==> src/rtl/prog_loader_if.sv <==
// Byte stream handshake between a host/debug source and the program loader.
// Transfer happens on any cycle where in_valid & in_ready.
interface prog_loader_if #(
    parameter int DW = 8
);
    logic [DW-1:0] in_data;
    logic          in_valid;
    logic          in_ready;

    modport master (
        output in_data,
        output in_valid,
        input  in_ready
    );

    modport slave (
        input  in_data,
        input  in_valid,
        output in_ready
    );
endinterface

==> src/rtl/prog_loader.sv <==
// Program memory writer: framed byte stream -> instruction ROM write port.
// Holds the CPU in reset while loading and releases it on a good checksum.
module prog_loader #(
    parameter logic [7:0] SYNC_BYTE = 8'hA5,
    parameter int         AW        = 8,
    parameter int         DW        = 8
) (
    input  logic          clk,
    input  logic          reset,
    prog_loader_if.slave  stream,
    output logic [AW-1:0] mem_addr,
    output logic [DW-1:0] mem_wdata,
    output logic          mem_we,
    output logic          cpu_hold,
    output logic          done,
    output logic          error,
    output logic [AW-1:0] byte_count
);
    typedef enum logic [2:0] {
        IDLE,
        ADDR,
        LEN,
        DATA,
        CSUM
    } state_t;

    state_t        state;
    logic [AW-1:0] addr;
    logic [DW:0]   remaining;
    logic [DW-1:0] xsum;
    logic          xfer;

    // Memory write is single-cycle, so the loader never backpressures.
    assign stream.in_ready = 1'b1;
    assign xfer = stream.in_valid;

    always_ff @(posedge clk or posedge reset) begin
        if (reset) begin
            state      <= IDLE;
            addr       <= '0;
            remaining  <= '0;
            xsum       <= '0;
            mem_addr   <= '0;
            mem_wdata  <= '0;
            mem_we     <= 1'b0;
            cpu_hold   <= 1'b1;
            done       <= 1'b0;
            error      <= 1'b0;
            byte_count <= '0;
        end else begin
            mem_we <= 1'b0;
            if (xfer) begin
                unique case (state)
                    IDLE: begin
                        if (stream.in_data == SYNC_BYTE) begin
                            state      <= ADDR;
                            cpu_hold   <= 1'b1;
                            done       <= 1'b0;
                            error      <= 1'b0;
                            byte_count <= '0;
                            xsum       <= '0;
                        end
                    end
                    ADDR: begin
                        addr  <= AW'(stream.in_data);
                        state <= LEN;
                    end
                    LEN: begin
                        // A zero length byte encodes a full 256-byte payload.
                        if (stream.in_data == '0)
                            remaining <= {1'b1, {DW{1'b0}}};
                        else
                            remaining <= {1'b0, stream.in_data};
                        state <= DATA;
                    end
                    DATA: begin
                        mem_we     <= 1'b1;
                        mem_wdata  <= stream.in_data;
                        mem_addr   <= addr;
                        addr       <= addr + AW'(1);
                        xsum       <= xsum ^ stream.in_data;
                        byte_count <= byte_count + AW'(1);
                        remaining  <= remaining - (DW+1)'(1);
                        if (remaining == (DW+1)'(1))
                            state <= CSUM;
                    end
                    CSUM: begin
                        if (stream.in_data == xsum) begin
                            done     <= 1'b1;
                            cpu_hold <= 1'b0;
                        end else begin
                            error <= 1'b1;
                        end
                        state <= IDLE;
                    end
                    default: state <= IDLE;
                endcase
            end
        end
    end
endmodule
==> src/flat_wrapper.sv <==
// flat-port wrapper written by rule: the top's interface ports become plain ports
module prog_loader_flat 
#(
    parameter logic [7:0] SYNC_BYTE = 8'hA5,
    parameter int         AW        = 8,
    parameter int         DW        = 8
)
  (clk, reset, mem_addr, mem_wdata, mem_we, cpu_hold, done, error, byte_count, stream_in_data, stream_in_valid, stream_in_ready);
  prog_loader_if #(.DW(DW)) stream_i ();
  input  logic clk;
  input  logic reset;
  output logic [AW-1:0] mem_addr;
  output logic [DW-1:0] mem_wdata;
  output logic mem_we;
  output logic cpu_hold;
  output logic done;
  output logic error;
  output logic [AW-1:0] byte_count;
  input wire logic [$bits(stream_i.in_data)-1:0] stream_in_data;
  input wire logic [$bits(stream_i.in_valid)-1:0] stream_in_valid;
  output wire logic [$bits(stream_i.in_ready)-1:0] stream_in_ready;
  assign stream_i.in_data = stream_in_data;
  assign stream_i.in_valid = stream_in_valid;
  assign stream_in_ready = stream_i.in_ready;
  prog_loader #(.SYNC_BYTE(SYNC_BYTE), .AW(AW), .DW(DW)) u_core (.clk(clk), .reset(reset), .stream(stream_i), .mem_addr(mem_addr), .mem_wdata(mem_wdata), .mem_we(mem_we), .cpu_hold(cpu_hold), .done(done), .error(error), .byte_count(byte_count));
endmodule
==> config.mk <==
export PLATFORM = sky130hd
export DESIGN_NAME = prog_loader_flat
export DESIGN_NICKNAME = d
export VERILOG_FILES = /design/src/rtl/prog_loader_if.sv /design/src/rtl/prog_loader.sv /design/src/flat_wrapper.sv
export SDC_FILE = /design/constraint.sdc
export NUM_CORES = 1
export LEC_CHECK = 0
export ABC_AREA = 0
export CORE_AREA = 5 5 79 81
export CTS_BUF_LIST = sky130_fd_sc_hd__clkbuf_4 sky130_fd_sc_hd__clkbuf_8
export DETAILED_ROUTE_END_ITERATION = 7
export DIE_AREA = 0 0 84 86
export GPL_TIMING_DRIVEN = 0
export PLACE_DENSITY = 0.8
export REMOVE_ABC_BUFFERS = 1
export SYNTH_ARGS = -nofsm -noshare
export SYNTH_HDL_FRONTEND = slang
export SYNTH_SLANG_ARGS = --single-unit
==> constraint.sdc <==
create_clock -name clk -period 2.1 [get_ports clk]
set_clock_uncertainty 0.15 [all_clocks]
set_input_delay 0.21 -clock clk [delete_from_list [all_inputs] [get_ports clk]]
set_output_delay 0.21 -clock clk [all_outputs]
set_load 0.03 [all_outputs]
# ---- Word-level counts from Yosys, hierarchy flattened
# Index checks and enable logic that the tools add are counted.
dict set report op_classes {
  muxes 19
  n_reduce_logical 13
  bitwise 1
  n_addsub 3
  n_eq_ne 11
}
# operator count
set ops {}
lappend ops {{$pmux W8 S2} 3}
lappend ops {{$pmux W9 S2} 1}
lappend ops {{$add A8 B1 Y8 const B} 2}
lappend ops {{$pmux W3 S4} 1}
lappend ops {{$eq A9 B1 Y1 const B} 1}
lappend ops {{$mux W9} 1}
lappend ops {{$sub A9 B1 Y9 const B} 1}
lappend ops {{$eq A8 B8 Y1} 1}
lappend ops {{$eq A8 B8 Y1 const B} 1}
lappend ops {{$logic_not A8 Y1} 1}
lappend ops {{$mux W8} 1}
lappend ops {{$reduce_and A4 Y1} 2}
lappend ops {{$reduce_bool A2 Y1} 4}
lappend ops {{$xor A8 B8 Y8} 1}
lappend ops {{$mux W1} 7}
lappend ops {{$eq A3 B2 Y1 const B} 2}
lappend ops {{$mux W3} 2}
lappend ops {{$ne A2 B1 Y1 const B} 3}
lappend ops {{$pmux W1 S2} 3}
lappend ops {{$reduce_and A2 Y1} 3}
lappend ops {{$reduce_and A3 Y1} 2}
lappend ops {{$eq A3 B1 Y1 const B} 1}
lappend ops {{$eq A3 B3 Y1 const B} 1}
lappend ops {{$logic_not A3 Y1} 1}
lappend ops {{$ne A2 B2 Y1 const B} 1}
dict set report totals {
  ff_bits 56
  in_bits 11
}

# ---- Longest topological paths before layout
# Gate-level depths: netlist of run 1.
dict set report depth {
  depth_word 3
  ltp_mapped 7
  ltp_nobuf 6
}

# ---- Least setup slack after synthesis of run 1
# No wires, ideal clock.
dict set report synth_path {
  path_type {reg2reg}
  from {register u_core.remaining[0]}
  to {register u_core.remaining[6]}
  arrival_ns 1.580
  period_less_slack_ns 1.851
  path_stages_with_launch 7
  slack_ns 0.249
  required_ns 1.829
  n_path_buf 0
  cell_sequence {dfrtp_1 inv_1 ha_1 or3b_2 nor3_1 o21ai_1 a22o_1}
}
dict set report synth_via {
  elab_chain_len 2
}
# element line
set synth_lines {}
lappend synth_lines {{start: declaration} prog_loader.sv:29} ;# logic [DW:0] remaining;
lappend synth_lines {{start signal: assignment} prog_loader.sv:71} ;# remaining <= {1'b1, {DW{1'b0}}};
lappend synth_lines {{start signal: assignment} prog_loader.sv:73} ;# remaining <= {1'b0, stream.in_data};
lappend synth_lines {{start signal: assignment} prog_loader.sv:83} ;# remaining <= remaining - (DW+1)'(1);
lappend synth_lines {{$sub A9 B1 Y9} prog_loader.sv:83}
lappend synth_lines {{$pmux W9 S2} prog_loader.sv:53} ;# unique case (state)
# No other way between the ends.
# A chain may end at the register's enable or synchronous reset.

# ---- Worst setup path after layout of run 1
# Ends and elaborated chain as after synthesis.

==> out/results.md, run 1 <==
| Group | Parameter | Reported |
|:---|:---|:---|
| status | Result of the run | finished, final reports clean |
| logic synthesis | Share of flip-flops with an asynchronous set or reset | 1.000 |
| power | Worst-case vdd ir drop | 537.2 uV |
| placement | Placer's final routability congestion estimate | 0.8334 |
| global route | Vias in the first global route | 2,276 |
| global route | Overall global routing resource usage | 0.1933 |
| cells and area | Most common cell after layout, fill and taps aside | sky130_fd_sc_hd__nand2_1 |
| timing | Worst max-slew margin expressed relative to the limit | 0.5653 |
| critical path | Cell chain of the critical path | inv_1 > ha_2 > or3b_2 > nor3_1 > o21ai_1 > a22o_1 |
| floorplanning | Vertical die dimension | 86 um |
| routing | Average wire per standard cell | 15.94 um |
| logic synthesis | Average size of a mapped cell | 9.280 um2 |
| critical path | R2R setup slack | 0.07 ns |
| global route | Global-route wire length before repair | 11,430 um |
| critical path | Depth of the worst register-to-register path | 6 |
| routing | Antenna Nets Post-Route | 0 |
| floorplanning | Initial core utilization | 0.5477 |
| critical path | Buffering stage count on the worst path with inverters included | 1 |
| cells and area | Sequential cell area | 1406 um2 |
| cells and area | Number of inserted diodes | 0 |
| floorplanning | Die area | 7224 um2 |
| critical path | Delay-heaviest family, CP | simple AND/OR/NAND/NOR gates |
| routing | Met2 routed WL | 3168 um |
| logic synthesis | Synth unique cells | 57 |
| logic synthesis | Portion of the post-synthesis area used by sequential elements | 0.4738 |
| logic synthesis | Largest family of logic cells by synthesized area | simple AND/OR/NAND/NOR gates |
| critical path | Worst reg2reg endpoint | u_core.remaining[6] |
| global route | Maximum number of pins on one net before global-route repair | 34 |
| routing | DRC viols | 0 |
| routing | Met3 layer wire length in the routed design | 278 um |
| critical path | Launch point of the worst reg-to-reg path | u_core.remaining[0] |
| placement | Half-perimeter wire length after placement | 4321 um |
| timing | Maximum clock rate | 0.4935 GHz |
| routing | Total wirelength of the detailed-routed design | 6695 um |
| logic synthesis | Synthesized-area fraction occupied by xor and xnor cells | 0.03254 |
| logic synthesis | Commonest register cell after synthesis | sky130_fd_sc_hd__dfrtp_1 |
| timing | Hold Vio Cnt, Final | 0 |
| hold path | Worst hold path type | in -> async |
| cts | Buffer depth of the longest clock path | 2 |
| cells and area | Filler cells | 457 |
| floorplanning | Core box area | 5405 um2 |
| routing | Met1 wire length | 3096 um |
| logic synthesis | Cell count after synthesis | 319 |
| global route | Initial antenna violation count | 0 |
| critical path | Category of the worst setup path launch point | flip-flop |
| cells and area | Commonest cells after routing, fill and taps aside | sky130_fd_sc_hd__nand2_1, sky130_fd_sc_hd__dfrtp_1, sky130_fd_sc_hd__clkdlybuf4s50_1, sky130_fd_sc_hd__a21oi_1, sky130_fd_sc_hd__o21ai_0 |
| job | Number of violations of the max-capacitance limit | 0 |
| cts | Clock-pin slew on the worst setup and hold paths | 0.10 ns |
| cts | Clock insertion delay at the later pin of the skew report | 0.30 ns |
| cts | Hold buffer count at cts | 0 |
| timing | Transition time at the pin with the least slew margin | 0.6496 ns |
| routing | First-pass iteration count of the detailed router | 4 |
| cts | Clock Sink Count | 56 |
| power | Pwr/cell area | 1138 nW/um2 |
| power | Post-route total power | 3975 uW |
| logic synthesis | Multiplexer share of the synthesized area | 0.006762 |
| critical path | Endpoint class of the critical path | flip-flop |
| cts | Clock root buffer master | sky130_fd_sc_hd__clkbuf_8 |
| placement | # port buffers | 38 |
| logic synthesis | Compound-gate portion of the synthesized area | 0.1560 |
| critical path | Largest stage delay on the critical path | 0.50 ns |
| timing | Final worst path period need | 2.026 ns |
| logic synthesis | Simple-gate area share of the yosys netlist | 0.2616 |
| logic synthesis | Area of the mapped netlist | 2960 um2 |
| logic synthesis | Flop and latch count out of synthesis | 56 |
| routing | Detailed router's first-iteration violation count | 282 |
| global route | Residual overflow from global routing | 0 |
| logic synthesis | Area share of fa/ha/maj cells after synthesis | 0.01691 |
| timing | Max Slew Vio Count | 0 |
| cells and area | Area occupied by multi-input gates | 1445 um2 |
| critical path | Critical-path maximum fanout | 6 |
| critical path | Category of the most critical setup path | reg -> reg |
| timing | Finish-stage setup viols | 0 |
| cts | Clock tree from TritonCTS | built |
| timing | Worst hold-check slack | 0.1032 ns |
| logic synthesis | Count of flip-flops with a built-in enable after synthesis | 0 |
| cells and area | Fraction of final layout cells with drive strength greater than 1 | 0.08046 |
| cells and area | Nets | 363 |
| floorplanning | Number of core rows | 27 |
| routing | DR vias | 2,462 |
| logic synthesis | Yosys warns | 0 |
| cells and area | Growth of design area from synthesis to finish | 18.01% |
| floorplanning | Top-Level Pins | 40 |
| power | Static leakage | 0.001498 uW |
| critical path | Critical path required time | 2.15 ns |
| critical path | WP data arrival | 2.07 ns |
| critical path | Slowest stage cell, crit path | sky130_fd_sc_hd__or3b_2 |
| routing | Max Used Layer | met4 |
| timing | Final critical-path share of the clock period | 0.9648 |
| cts | Number of buffers added by the clock tree synthesis step | 5 |
| cts | H-tree level count | 2 |
| routing | Via/cell ratio | 5.862 |
| timing | Unrepaired setup endpoints after global routing | no |
| floorplanning | Width of the die | 84 um |
## synth_stat cells, types with 2 or more instances
cell,count,area [um2]
sky130_fd_sc_hd__nor3_1,9,45.04
sky130_fd_sc_hd__buf_1,2,7.510
sky130_fd_sc_hd__and3_1,2,12.51
sky130_fd_sc_hd__dfrtp_1,55,1376
sky130_fd_sc_hd__buf_4,3,22.52
sky130_fd_sc_hd__nand2_1,68,255.2
sky130_fd_sc_hd__nand3b_1,4,30.03
sky130_fd_sc_hd__o21a_1,2,15.01
sky130_fd_sc_hd__nand4b_1,2,17.52
sky130_fd_sc_hd__a22oi_1,2,15.01
sky130_fd_sc_hd__a22o_1,3,26.28
sky130_fd_sc_hd__mux2i_1,2,20.02
sky130_fd_sc_hd__and3b_1,2,17.52
sky130_fd_sc_hd__xnor2_1,9,78.83
sky130_fd_sc_hd__and4_1,2,17.52
sky130_fd_sc_hd__o21ai_0,15,75.07
sky130_fd_sc_hd__a41oi_1,2,17.52
sky130_fd_sc_hd__or3_1,3,18.77
sky130_fd_sc_hd__a21oi_1,16,80.08
sky130_fd_sc_hd__o211ai_1,3,22.52
sky130_fd_sc_hd__nand3_1,10,50.05
sky130_fd_sc_hd__o31ai_1,2,15.01
sky130_fd_sc_hd__nand4_1,4,25.02
sky130_fd_sc_hd__ha_1,4,50.05
sky130_fd_sc_hd__o22ai_1,4,25.02
sky130_fd_sc_hd__xor2_1,2,17.52
sky130_fd_sc_hd__nor4_1,3,18.77
sky130_fd_sc_hd__buf_2,9,45.04
sky130_fd_sc_hd__inv_1,10,37.54
sky130_fd_sc_hd__clkbuf_1,5,18.77
sky130_fd_sc_hd__nor3b_1,14,105.1
sky130_fd_sc_hd__a31oi_1,3,18.77
sky130_fd_sc_hd__nor2_1,9,33.78
sky130_fd_sc_hd__o21ai_1,4,20.02
sky130_fd_sc_hd__a211o_1,8,70.07
## timing repair
action | 4_1_cts | 5_1_grt
cloned | 2 | 1
gates resized for setup | 3 | 3
pin swaps | 1 | 1
setup buffers | 1 | 0
setup endpoints to repair | 30 | 26
## flip-flops by register name, summed over array words and instances (netlist names), 3 cells and up
register,flops
u_core.mem_addr,8
u_core.mem_wdata,8
u_core.xsum,8
u_core.addr,8
u_core.state,3
u_core.byte_count,8
u_core.remaining,9
## layer usage
| layer | GRT usage | vias to the layer above |
|---|---|---|
| li1 | - | 1190 |
| met1 | 0.2731 | 1195 |
| met2 | 0.3080 | 67 |
| met3 | 0.02594 | 10 |
| met4 | 0.06579 | 0 |
| met5 | 0 | - |
## final cells by class
type / count / area share
Timing Repair Buffer: 40 / 0.1203
Inverter: 11 / 0.01289
Timing Repair inverter: 1 / 0.001433
Tap cell: 72 / 0.02579
Sequential cell: 56 / 0.4026
Multi-Input combinational cell: 233 / 0.4137
Clock inverter: 1 / 0.001433
Clock buffer: 6 / 0.02185
## cells by family (layout without fill, tap and decap cells)
| family | count (synthesis) | count (layout) |
|---|---|---|
| compound gates | 71 | 71 |
| fa+ha+maj | 4 | 4 |
| other cells | 1 | 1 |
| xor+xnor | 11 | 11 |
| flops | 56 | 56 |
| mux | 2 | 2 |
| buf+inv | 32 | 59 |
| simple gates | 142 | 144 |
## metrics by stage
step / util / setup slack, ns / instance area [um2] / setup TNS (ns) / cells
floorplan: - / -0.09464 / 2850 / -0.8137 / 298
global placement: 0.6144 / -0.8879 / 3321 / -55.17 / 408
detailed placement: 0.6181 / -0.9688 / 3341 / -22.29 / 409
CTS: 0.6417 / 0.04915 / 3468 / 0 / 419
global route: 0.6463 / 0.001887 / 3493 / 0 / 420
finish: 0.6463 / 0.07384 / 3493 / 0 / 420
## worst max-delay path by stage
stage                                    from                  end  slack (ns)  cells past startpoint
after floorplan               u_core.state[2]       u_core.xsum[0]       -0.09                      4
after global placement        stream_in_valid       u_core.xsum[6]       -0.89                      5
after detailed placement      stream_in_valid       u_core.xsum[5]       -0.97                      5
after CTS                     u_core.state[0]       u_core.xsum[5]        0.05                      5
after global routing          stream_in_valid  u_core.remaining[0]       0.002                      3
final                     u_core.remaining[0]  u_core.remaining[6]        0.07                      6
## report_power, final
group	leakage (uW)	switching (uW)	total (uW)	internal [uW]
combinational	0.000780	891	1590	704
sequential	0.000674	369	1810	1440
clock	0.0000445	333	574	241
(Power assumes the default switching activity.)
==> run 2: changes to the inputs <==
==> constraint.sdc (replaced) <==
create_clock -name clk -period 2.1 [get_ports clk]
set_clock_uncertainty 0.15 [all_clocks]
set_input_delay 0.315 -clock clk [delete_from_list [all_inputs] [get_ports clk]]
set_output_delay 0.315 -clock clk [all_outputs]
set_load 0.03 [all_outputs]
==> run 2 against run 1 <==
Compared with the run above:
- utilization up 0.39 points
- die area unchanged
- final cell count up 0.71%
- register-to-register slack about the same
- sequential power about the same
- largest cell class unchanged
- critical endpoint is now u_core.xsum[5]
- non-clock buffer count up 3
- critical path type is now in -> reg
==> out/results.md, run 2 (synthesis gave the netlist of run 1 again) <==
| Group | Parameter | Reported |
|:---|:---|:---|
| status | Result of the run | finished, final reports clean |
| cells and area | Final cell utilization of the core | 0.6502 |
| timing | Transition time at the pin with the least slew margin | 0.6515 ns |
| placement | Half-perimeter wire length after placement | 4321 um |
| placement | Number of cells after detailed placement | 409 |
| power | Pwr/cell area | 1135 nW/um2 |
| timing | Worst max-slew margin expressed relative to the limit | 0.5641 |
| routing | Via/cell ratio | 5.861 |
| global route | Maximum number of pins on one net before global-route repair | 34 |
| placement | Area after DPL | 3341 um2 |
| cts | Number of buffers added by the clock tree synthesis step | 5 |
| cells and area | Non-Filler Cell Area, Final | 3515 um2 |
| floorplanning | Die area | 7224 um2 |
| timing | Maximum clock rate | 0.4908 GHz |
| cells and area | Post-route insts no fill | 423 |
| timing | Final critical-path share of the clock period | 0.9702 |
| critical path | Slowest stage cell, crit path | sky130_fd_sc_hd__clkdlybuf4s50_1 |
| job | Number of violations of the max-capacitance limit | 0 |
| cts | Clock Sink Count | 56 |
| critical path | Critical-path maximum fanout | 8 |
| cells and area | Growth of design area from synthesis to finish | 18.72% |
| routing | DR vias | 2,479 |
| critical path | Category of the worst setup path launch point | primary input |
| floorplanning | Width of the die | 84 um |
| cells and area | Commonest cells after routing, fill and taps aside | sky130_fd_sc_hd__nand2_1, sky130_fd_sc_hd__dfrtp_1, sky130_fd_sc_hd__clkdlybuf4s50_1, sky130_fd_sc_hd__a21oi_1, sky130_fd_sc_hd__o21ai_0 |
| global route | Global-route wire length before repair | 11,730 um |
| hold path | Worst hold path type | in -> async |
| power | Sequential fraction of design power | 0.452 |
| critical path | Depth of the worst register-to-register path | 6 |
| cts | Clock-pin slew on the worst setup and hold paths | 0.10 ns |
| routing | Total wirelength of the detailed-routed design | 6751 um |
| cts | Buffer depth of the longest clock path | 2 |
| critical path | R2R setup slack | 0.08 ns |
| floorplanning | Top-Level Pins | 40 |
| routing | Antenna Nets Post-Route | 0 |
| critical path | Delay-heaviest family, CP | simple AND/OR/NAND/NOR gates |
| routing | Detailed router's first-iteration violation count | 320 |
| cts | H-tree level count | 2 |
| timing | Max Slew Vio Count | 0 |
| timing | Min setup slack post-route | 0.06255 ns |
| cts | Clock root buffer master | sky130_fd_sc_hd__clkbuf_8 |
| power | Static leakage | 0.001515 uW |
| cells and area | Number of inserted diodes | 0 |
| global route | Vias in the first global route | 2,342 |
| critical path | Endpoint class of the critical path | flip-flop |
| power | Switching portion of total power | 0.3997 |
| global route | Overall global routing resource usage | 0.1997 |
| global route | Initial antenna violation count | 0 |
| placement | Worst Setup Slack post-DPL | -1.074 ns |
| timing | Final worst path period need | 2.037 ns |
| routing | DRC viols | 0 |
| floorplanning | Number of core rows | 27 |
| floorplanning | Vertical die dimension | 86 um |
| cts | Clock insertion delay at the later pin of the skew report | 0.30 ns |
| critical path | Largest stage delay on the critical path | 0.70 ns |
| cells and area | Largest Register | u_core.remaining |
| critical path | Critical path required time | 2.15 ns |
| critical path | Launch point of the worst reg-to-reg path | u_core.remaining[0] |
| cells and area | Most common cell after layout, fill and taps aside | sky130_fd_sc_hd__nand2_1 |
| floorplanning | Core box area | 5405 um2 |
| cts | Hold buffer count at cts | 0 |
| floorplanning | Initial core utilization | 0.5477 |
| critical path | WP data arrival | 2.09 ns |
| timing | Hold Vio Cnt, Final | 0 |
| power | Pint | 2394 uW |
| timing | Unrepaired setup endpoints after global routing | no |
| placement | # port buffers | 38 |
| routing | First-pass iteration count of the detailed router | 4 |
| critical path | Cell chain of the critical path | clkdlybuf4s50_1 > and4_1 > and4b_4 > nor2_4 > a211o_1 |
| routing | Average wire per standard cell | 15.96 um |
| cells and area | Nets | 366 |
| power | Switching pwr | 1594 uW |
| placement | Placer's final routability congestion estimate | 0.8334 |
| critical path | Category of the most critical setup path | in -> reg |
| global route | Residual overflow from global routing | 0 |
| critical path | Buffering stage count on the worst path with inverters included | 1 |
| timing | Finish-stage setup viols | 0 |
| cells and area | Filler cells | 456 |
| power | Clock network fraction of total power | 0.144 |
| cells and area | Fraction of final layout cells with drive strength greater than 1 | 0.08832 |
| critical path | Worst reg2reg endpoint | u_core.remaining[6] |
| power | Worst-case vdd ir drop | 535.0 uV |
| cells and area | Max FFs per register | 9 |
| cts | Clock tree from TritonCTS | built |
| power | Combinational group share of total power | 0.403 |
run 2: cell types whose count changed in the layout (fill, tap and decap cells not counted):
cell / previous run / this run
sky130_fd_sc_hd__buf_4: 0 / 3
sky130_fd_sc_hd__clkdlybuf4s50_1: 38 / 37
sky130_fd_sc_hd__dlygate4sd2_1: 0 / 1
run 2: power by group through the flow:
stage / clock, uW / sequential (uW) / combinational [uW]
floorplan: 0 / 2030 / 786
global route: 635 / 1870 / 1780
finish: 575 / 1800 / 1610
detailed placement: 0 / 1810 / 1560
global placement: 0 / 1790 / 1510
CTS: 584 / 1790 / 1610
run 2: through the flow:
stage	hold slack, ns	total power, uW	TNS, ns
finish	0.2115	3988	0
global route	0.2595	4281	0
CTS	0.2295	3990	0
detailed placement	0.3121	3376	-26.31
global placement	0.3067	3297	-64.83
floorplan	0.2704	2812	-0.8137
run 2: timing repair:
action	4_1_cts	5_1_grt
resized for setup	4	3
buffers inserted	4	0
pin swaps	1	1
gates cloned	3	0
endpoints found under the setup margin	30	29
run 2: worst max-delay path by stage:
stage | from | endpoint | slack, ns | cells past startpoint
floorplan | u_core.state[2] | u_core.xsum[0] | -0.09 | 4
CTS | stream_in_data[1] | u_core.xsum[5] | 0.004 | 5
global route | stream_in_data[1] | u_core.xsum[5] | 0.01 | 5
global placement | stream_in_valid | u_core.xsum[6] | -0.99 | 5
detailed placement | stream_in_valid | u_core.xsum[5] | -1.07 | 5
finish | stream_in_data[2] | u_core.xsum[5] | 0.06 | 5
run 2: area by class of cell:
cell class,instances,area [um2],area share
Sequential cell,56,1406,0.4001
Timing Repair Buffer,43,441.7,0.1257
Multi-Input combinational cell,233,1445,0.4112
Clock inverter,1,5.005,0.001424
Timing Repair inverter,1,5.005,0.001424
Clock buffer,6,76.32,0.02172
Inverter,11,45.04,0.01282
Tap cell,72,90.09,0.02563
run 2: worst register-to-register path: stages, from the launching register on:
cell and delay, ns:
sky130_fd_sc_hd__dfrtp_1 0.45, sky130_fd_sc_hd__inv_1 0.11, sky130_fd_sc_hd__ha_2 0.23, sky130_fd_sc_hd__or3b_2 0.50, sky130_fd_sc_hd__nor3_1 0.15, sky130_fd_sc_hd__o21ai_1 0.08, sky130_fd_sc_hd__a22o_1 0.25
run 2: per-layer routing:
layer	vias to the layer above	track usage	wire length, um	part of all wire
li1	1194	-	-	-
met1	1195	0.2761	3030	0.45
met2	69	0.3109	3158	0.47
met3	21	0.03074	338	0.050
met4	0	0.09064	223	0.033
met5	-	0	0	0
==> run 3: changes to the inputs <==
--- a/config.mk
+++ b/config.mk
@@ -6,6 +6,7 @@
 export NUM_CORES = 1
 export LEC_CHECK = 0
 export ABC_AREA = 0
+export CAP_MARGIN = 20
 export CORE_AREA = 5 5 79 81
 export CTS_BUF_LIST = sky130_fd_sc_hd__clkbuf_4 sky130_fd_sc_hd__clkbuf_8
 export DETAILED_ROUTE_END_ITERATION = 7
@@ -13,6 +14,7 @@
 export GPL_TIMING_DRIVEN = 0
 export PLACE_DENSITY = 0.8
 export REMOVE_ABC_BUFFERS = 1
+export SKIP_CTS_REPAIR_TIMING = 1
 export SYNTH_ARGS = -nofsm -noshare
 export SYNTH_HDL_FRONTEND = slang
 export SYNTH_SLANG_ARGS = --single-unit
==> run 3 against run 2 <==
Compared with the run above:
- highest routed layer unchanged
- fmax fell by 0.76%
- critical path type unchanged
- sequential cell count did not move
- final cell count did not move
- utilization fell by 0.16 points
- die area did not move
- power fell by 0.35%
- worst setup slack got worse by 0.016 ns
==> out/results.md, run 3 (synthesis gave the netlist of run 1 again) <==
| Group | Parameter | Reported |
|:---|:---|:---|
| placement | Half-perimeter wire length after placement | 4321 um |
| timing | Unrepaired setup endpoints after global routing | no |
| timing | Final worst path period need | 2.053 ns |
| cts | Clock tree from TritonCTS | built |
| critical path | Category of the worst setup path launch point | primary input |
| timing | Worst hold-check slack | 0.2125 ns |
| timing | Min setup slack post-route | 0.04693 ns |
| floorplanning | Number of core rows | 27 |
| critical path | Category of the most critical setup path | in -> reg |
| critical path | Critical path required time | 2.14 ns |
| floorplanning | Initial core utilization | 0.5477 |
| routing | Via/cell ratio | 5.837 |
| critical path | Beginning of the critical path | stream_in_data[2] |
| timing | Max Slew Vio Count | 0 |
| placement | Placer's final routability congestion estimate | 0.8334 |
| cells and area | Non-Filler Cell Area, Final | 3506 um2 |
| placement | Worst Setup Slack post-DPL | -1.074 ns |
| cells and area | Final cell utilization of the core | 0.6486 |
| floorplanning | Core box area | 5405 um2 |
| hold path | Worst hold path type | in -> async |
| floorplanning | Top-Level Pins | 40 |
| routing | DRC viols | 0 |
| floorplanning | Die area | 7224 um2 |
| status | Result of the run | finished, final reports clean |
| cells and area | Largest Register | u_core.remaining |
| timing | Worst max-slew margin expressed relative to the limit | 0.5965 |
| global route | Overall global routing resource usage | 0.1837 |
| critical path | WP data arrival | 2.10 ns |
| global route | Residual overflow from global routing | 0 |
| cts | Buffer depth of the longest clock path | 2 |
| timing | Final critical-path share of the clock period | 0.9777 |
| cts | Clock root buffer master | sky130_fd_sc_hd__clkbuf_8 |
| timing | Hold Vio Cnt, Final | 0 |
| cts | H-tree level count | 2 |
| routing | Antenna Nets Post-Route | 0 |
| placement | Number of cells after detailed placement | 409 |
| routing | Average wire per standard cell | 15.75 um |
| cells and area | Nets | 366 |
| cells and area | Fraction of final layout cells with drive strength greater than 1 | 0.08832 |
| routing | Detailed router's first-iteration violation count | 231 |
| critical path | Endpoint class of the critical path | flip-flop |
| routing | DR vias | 2,469 |
| critical path | Largest stage delay on the critical path | 0.71 ns |
| cells and area | Growth of design area from synthesis to finish | 18.43% |
| power | Worst-case vdd ir drop | 535.2 uV |
| placement | Area after DPL | 3341 um2 |
| critical path | Launch point of the worst reg-to-reg path | u_core.remaining[0] |
| global route | Initial antenna violation count | 0 |
| critical path | Cell chain of the critical path | clkdlybuf4s50_1 > and4_1 > and4b_4 > nor2_4 > a211o_1 |
| routing | Total wirelength of the detailed-routed design | 6661 um |
| global route | Maximum number of pins on one net before global-route repair | 46 |
| cts | Clock-pin slew on the worst setup and hold paths | 0.09 ns |
| placement | # port buffers | 38 |
| cells and area | Number of inserted diodes | 0 |
| timing | Maximum clock rate | 0.4871 GHz |
| global route | Global-route wire length before repair | 10,960 um |
| routing | First-pass iteration count of the detailed router | 4 |
| global route | Vias in the first global route | 2,241 |
| cts | Clock insertion delay at the later pin of the skew report | 0.30 ns |
| floorplanning | Vertical die dimension | 86 um |
| cts | Number of buffers added by the clock tree synthesis step | 5 |
| floorplanning | Width of the die | 84 um |
| cells and area | Max FFs per register | 9 |
| cells and area | Commonest cells after routing, fill and taps aside | sky130_fd_sc_hd__nand2_1, sky130_fd_sc_hd__dfrtp_1, sky130_fd_sc_hd__clkdlybuf4s50_1, sky130_fd_sc_hd__a21oi_1, sky130_fd_sc_hd__o21ai_0 |
| timing | Finish-stage setup viols | 0 |
| cts | Clock Sink Count | 56 |
| timing | Transition time at the pin with the least slew margin | 0.6030 ns |
| critical path | Slowest stage cell, crit path | sky130_fd_sc_hd__clkdlybuf4s50_1 |
| power | Static leakage | 0.001519 uW |
| job | Number of violations of the max-capacitance limit | 0 |
| critical path | Critical-path maximum fanout | 8 |
| cells and area | Most common cell after layout, fill and taps aside | sky130_fd_sc_hd__nand2_1 |
| power | Pwr/cell area | 1133 nW/um2 |
| cells and area | Post-route insts no fill | 423 |
-- run 3: changes by cell type in the layout (fill, tap and decap cells not counted) --
cell and change:
sky130_fd_sc_hd__buf_12 -1, sky130_fd_sc_hd__buf_4 +1, sky130_fd_sc_hd__dlygate4sd2_1 -1, sky130_fd_sc_hd__dlymetal6s2s_1 +1
-- run 3: worst paths after layout --
| kind | slack [ns] | depth (start not counted) | end |
|---|---|---|---|
| max in group asynchronous | 0.97 | 3 | u_core.cpu_hold |
| min in group clk | 0.33 | 2 | u_core.mem_addr[0] |
| hold reg to reg | 0.33 | 2 | u_core.mem_addr[0] |
| setup reg to reg | 0.08 | 6 | u_core.remaining[6] |
| setup / recovery | 0.05 | 5 | u_core.xsum[5] |
| hold / removal | 0.21 | 2 | u_core.mem_wdata[0] |
-- run 3: final cells by class --
type | instances | area (um2)
multi-input combinational | 233 | 1445
sequential | 56 | 1406
timing repair buffer | 43 | 432.9
clock inverter | 1 | 5.005
clock buffer | 6 | 76.32
fill | 454 | 1899
inverter | 11 | 45.04
tap | 72 | 90.09
timing repair inverter | 1 | 5.005
-- run 3: worst max-delay path: cells and delay by family --
kind | cells | cell delay, ns
buf+inv | 1 | 0.71
compound gates | 1 | 0.30
simple gates | 3 | 0.77
-- run 3: per-layer routing --
layer,routed length [um],track usage,vias up
met4,121,0.07456,0
met3,353,0.02594,10
met2,3183,0.2928,67
met1,3003,0.2535,1192
met5,0,0,-
li1,-,-,1200
-- run 3: through the flow --
step	total power [uW]	setup TNS, ns
floorplan	2812	-0.8137
global placement	3297	-64.83
detailed placement	3376	-26.31
CTS	3945	-16.56
global route	4263	0
finish	3974	0
-- run 3: power breakdown --
part | total, uW | internal, uW | switching, uW
Combinational | 1600 | 708 | 888
Sequential | 1800 | 1440 | 366
Clock | 575 | 241 | 334
